[src/rtl/monster_matrix_writer.sv]
// Alive matrix for the monster formation: level load sweep, hit resolution and counters.
// Optional display double buffer: MONSTER_MATRIX_DOUBLE_BUFFER_EN.
module monster_matrix_writer #(
  parameter int unsigned ROWS       = 8,
  parameter int unsigned COLS       = 16,
  parameter int unsigned CELL_SHIFT = 5
) (
  input  logic                 clk,
  input  logic                 resetN,
  input  logic                 startOfFrame,
  input  logic                 loadLevel,
  input  logic                 hitReq,
  input  logic [10:0]          hitX,
  input  logic [10:0]          hitY,
  output logic                 hitAck,
  output logic                 killed,
  output logic [ROWS*COLS-1:0] mat,
  output logic [7:0]           aliveCount,
  output logic                 allDead,
  output logic                 busy
);

  localparam int unsigned Cells = ROWS * COLS;
  localparam int unsigned RowW  = (ROWS > 1) ? $clog2(ROWS) : 1;

  typedef enum logic [1:0] {StIdle, StLoad, StHit} state_e;

  state_e            state_q, state_d;
  logic [RowW-1:0]   row_q, row_d;
  logic [Cells-1:0]  work_q, work_d;
  logic [7:0]        count_q, count_d;
  logic              dead_q, dead_d;
  logic              ack_q, ack_d;
  logic              killed_q, killed_d;
  logic [10:0]       hit_row_q, hit_row_d;
  logic [10:0]       hit_col_q, hit_col_d;

  logic [Cells-1:0]  load_mask;
  logic [Cells-1:0]  hit_mask;
  logic              hit_alive;

  // Out-of-range coordinates simply match no cell, giving an empty mask.
  always_comb begin
    load_mask = '0;
    hit_mask  = '0;
    for (int unsigned r = 0; r < ROWS; r++) begin
      if (row_q == RowW'(r)) load_mask[r*COLS +: COLS] = '1;
      for (int unsigned c = 0; c < COLS; c++) begin
        if (hit_row_q == 11'(r) && hit_col_q == 11'(c)) hit_mask[r*COLS + c] = 1'b1;
      end
    end
  end

  assign hit_alive = |(work_q & hit_mask);

  always_comb begin
    state_d   = state_q;
    row_d     = row_q;
    work_d    = work_q;
    count_d   = count_q;
    dead_d    = dead_q;
    ack_d     = 1'b0;
    killed_d  = 1'b0;
    hit_row_d = hit_row_q;
    hit_col_d = hit_col_q;
    if (loadLevel) begin
      // A load pre-empts everything; an unfinished hit stays pending on hitReq.
      state_d = StLoad;
      row_d   = '0;
    end else begin
      unique case (state_q)
        StIdle: begin
          if (hitReq && !ack_q) begin
            state_d   = StHit;
            hit_row_d = hitY >> CELL_SHIFT;
            hit_col_d = hitX >> CELL_SHIFT;
          end
        end
        StLoad: begin
          work_d = work_q | load_mask;
          row_d  = row_q + 1'b1;
          if (row_q == RowW'(ROWS - 1)) begin
            row_d   = '0;
            count_d = 8'(Cells);
            dead_d  = 1'b0;
            state_d = StIdle;
          end
        end
        StHit: begin
          if (hit_alive && count_q != 8'd0) begin
            work_d   = work_q & ~hit_mask;
            count_d  = count_q - 8'd1;
            killed_d = 1'b1;
            if (count_q == 8'd1) dead_d = 1'b1;
          end
          ack_d   = 1'b1;
          state_d = StIdle;
        end
        default: state_d = StIdle;
      endcase
    end
  end

  always_ff @(posedge clk or negedge resetN) begin
    if (!resetN) begin
      state_q   <= StIdle;
      row_q     <= '0;
      work_q    <= '0;
      count_q   <= '0;
      dead_q    <= 1'b0;
      ack_q     <= 1'b0;
      killed_q  <= 1'b0;
      hit_row_q <= '0;
      hit_col_q <= '0;
    end else begin
      state_q   <= state_d;
      row_q     <= row_d;
      work_q    <= work_d;
      count_q   <= count_d;
      dead_q    <= dead_d;
      ack_q     <= ack_d;
      killed_q  <= killed_d;
      hit_row_q <= hit_row_d;
      hit_col_q <= hit_col_d;
    end
  end

`ifdef MONSTER_MATRIX_DOUBLE_BUFFER_EN
  logic [Cells-1:0] disp_q;

  always_ff @(posedge clk or negedge resetN) begin
    if (!resetN) begin
      disp_q <= '0;
    end else if (startOfFrame) begin
      disp_q <= work_q;
    end
  end

  assign mat = disp_q;
`else
  logic unused_sof;
  assign unused_sof = startOfFrame;
  assign mat        = work_q;
`endif

  assign hitAck     = ack_q;
  assign killed     = killed_q;
  assign aliveCount = count_q;
  assign allDead    = dead_q;
  assign busy       = (state_q == StLoad);

endmodule
[config.mk]
export PLATFORM = sky130hd
export DESIGN_NAME = monster_matrix_writer
export DESIGN_NICKNAME = d
export VERILOG_FILES = /design/src/rtl/monster_matrix_writer.sv
export SDC_FILE = /design/constraint.sdc
export NUM_CORES = 1
export LEC_CHECK = 0
export CORE_MARGIN = 3
export CORE_UTILIZATION = 52
export CTS_BUF_LIST = sky130_fd_sc_hd__clkbuf_16
export DETAILED_ROUTE_END_ITERATION = 16
export PLACE_DENSITY = 0.91
export SETUP_SLACK_MARGIN = 0.15
export SLEW_MARGIN = 20
export SYNTH_ARGS = -nofsm -noshare
export SYNTH_HDL_FRONTEND = slang
export SYNTH_SLANG_ARGS = --single-unit
[constraint.sdc]
create_clock -name clk -period 3.3 [get_ports clk]
set_input_delay 0.66 -clock clk [delete_from_list [all_inputs] [get_ports clk]]
set_output_delay 0.66 -clock clk [all_outputs]
set_load 0.1 [all_outputs]
==> metrics.yaml <==
timing:
  rsz0062_at_grt: "no"
  finClkSkew_ns: 0.00978
  relSlewSlack_pct: 50.6
  fin_setup_tns_ns: 0
  max_freq_mhz: 320
  post-route-period-util_pct: 94.6
  tightestPinTransition_ns: 0.741
  setup_viol: 0
  drv_slew: 0
  hold_viol_final: 0
  fin_crit_ns: 3.12
drt:
  dr.pass1.iters: 5
  vias: 8144
  drt_iter0_drc: 1319
  wl_per_cell_um: 25.5
  drt_wl_total_um: 30600
  drc: 0
  final_antenna_net_count: 0
  vias_per_cell: 6.77
critical_path:
  end_kind: "register"
  crit_arrival_ns: 3.43
  crit_type: "reg2reg"
  crit_path_start_kind: "register"
  r2r_slack_ns: 0.18
  critPathRequiredTime_ns: 3.61
  crit_fanout: 16
floorplan:
  dieWidth_um: 131
  num_rows: 45
  initial_core_util_pct: 53.3
  ios: 167
  coreArea_um2: 15300
  fp.dieArea_um2: 17200
  die_h_um: 131
place:
  hpwl_um: 21000
  dp.cells: 1169
  portBuffers: 155
  placed_area_um2: 9950
  gp_congestion: 1.00
synthesis:
  seq_area_frac_synth_pct: 48.0
  yosys.area_share.simple_pct: 17.7
  synth_compound_area_share_pct: 21.2
  synth_fp_nets: 851
  synthFlopType: "dfrtp_1"
  async_flop_share_pct: 100
  netlist_instances: 812
  synth.avg_cell_area_um2: 10.0
  yosys.area_share.xor_xnor_pct: 0
  ys_ff_latch: 156
  synthAdderAreaFrac_pct: 1.85
  syn_area_um2: 8130
  ys_warn_count: 0
  ys_types: 61
  synth.mux.area_fraction_pct: 5.69
  synth_edf_count: 0
  synth_top_family_by_area: "compound AO/OA/AOI/OAI gates"
outcome:
  outcome: "finished clean"
cells_and_area:
  fin_util_pct: 69.7
  num-nets-final: 1019
  area_delta_synth_final_pct: 30.9
  fin_cells: 1203
  final_area_um2: 10600
  drive_gt1_share_pct: 31.0
  diodes: 0
clock_network:
  cts-hold-fix-buffers: 0
  cts_sinks: 156
  cts_root_buffer: "clkbuf_16"
  ctsHtreeMaxLevel: 4
  insertion_delay_ns: 0.44
  cts-buffers-inserted: 17
  clockBufferDepth: 2
  cts_tree: "done"
  clk_pin_slew_ns: 0.06
grt:
  antenna_found_initial: 0
  grt_pass1_vias: 7751
  track_usage_pct: 35.8
  grt.overflow.total: 0
  grt_max_degree: 129
  grt_pass1_wl_um: 45800
flow_run:
  drv_cap: 0
hold_path:
  min_path_type: "in2async"
## state kept, by name, indices dropped and copies added, names as in the netlist
| name | cells |
|---|---|
| aliveCount | 8 |
| mat | 128 |
| hit_col_q | 6 |
| allDead | 1 |
| state_q | 2 |
| hitAck | 1 |
| killed | 1 |
| row_q | 3 |
| hit_row_q | 6 |
## placed cells by master, fill, tap and decap left out, drive strengths merged, types with 7 or more instances in the layout
| master | count |
|---|---|
| nor3 | 14 |
| and2 | 11 |
| mux2 | 18 |
| a41oi | 128 |
| a22oi | 7 |
| nand3 | 29 |
| clkdlybuf4s50 | 14 |
| nand4 | 7 |
| ha | 12 |
| mux2i | 17 |
| clkbuf | 18 |
| a22o | 18 |
| a21oi | 7 |
| inv | 13 |
| nand2 | 20 |
| dfrtp | 156 |
| nor4 | 8 |
| nand2b | 11 |
| nor2 | 164 |
| buf | 227 |
## repair_timing
action / CTS / global route
cloned: 0 / 1
setup buffers: 0 / 2
pin swaps: 0 / 2
gates resized for setup: 1 / 14
endpoints found under the setup margin: 5 / 130
## worst max-delay path, stage by stage (launching register included)
cell	delay [ns]
dfrtp_2	0.53
mux4_2	0.56
a22o_1	0.25
a22o_1	0.22
nor4_1	0.40
and4_4	0.33
a21boi_4	0.08
buf_12	0.17
and2_1	0.17
a221o_1	0.30
## per-layer routing
metal	up-vias	global-route usage [%]	part of all wire [%]
li1	3432	-	-
met1	3982	46.3	37
met2	602	55.9	46
met3	128	9.31	11
met4	0	17.8	5.4
met5	-	0	0
## cells in the mapped netlist, types with 12 or more instances
cell type	n	share of area [%]
a22o_1	18	1.9
a41oi_1	128	14
buf_2	37	2.3
clkbuf_1	52	2.4
dfrtp_1	156	48
ha_1	12	1.8
inv_1	12	0.55
mux2_2	18	2.5
mux2i_1	17	2.1
nand2_1	20	0.92
nand3_1	29	1.8
nor2_1	159	7.3
## worst paths after layout
check                                       endpoint  cells after the start                startpoint
hold reg to reg               state_q[0]$_DFFE_PN0P_                      1    state_q[0]$_DFFE_PN0P_
setup / recovery           aliveCount[6]$_DFFE_PN0P_                      9  hit_col_q[0]$_DFFE_PN0P_
setup reg to reg           aliveCount[6]$_DFFE_PN0P_                      9  hit_col_q[0]$_DFFE_PN0P_
hold / removal                   mat[99]$_DFFE_PN0P_                      1                    resetN
max in group asynchronous  aliveCount[1]$_DFFE_PN0P_                      2                    resetN
min in group clk              state_q[0]$_DFFE_PN0P_                      1    state_q[0]$_DFFE_PN0P_
## logic make-up (layout without fill, tap and decap cells)
kind of cell | after synthesis | count (layout)
AND/OR/NAND/NOR | 296 | 296
flip-flops | 156 | 156
multiplexers | 39 | 39
adder cells (fa/ha/maj) | 12 | 12
AO/OA/AOI/OAI | 204 | 204
buffers and inverters | 105 | 285
## area by class of cell
| type | instances | area (um2) |
|---|---|---|
| fill | 1097 | 4620 |
| sequential | 156 | 3910 |
| multi-input combinational | 551 | 3820 |
| timing repair buffer | 242 | 2000 |
| clock buffer | 17 | 425 |
| tap | 211 | 264 |
| clock inverter | 14 | 179 |
| inverter | 12 | 45.0 |
## metrics by stage
| step | hold slack [ns] | setup slack (ns) |
|---|---|---|
| 2_1_floorplan | 0.364 | 0.368 |
| 3_3_place_gp | 0.493 | 0.111 |
| 3_5_place_dp | 0.504 | 0.0950 |
| 4_1_cts | 0.221 | 0.168 |
| 5_1_grt | 0.234 | 0.159 |
| 6_report | 0.193 | 0.177 |
Power is not shown: default switching activity piles up to over one toggle a cycle in this logic, so the estimate is an artifact.
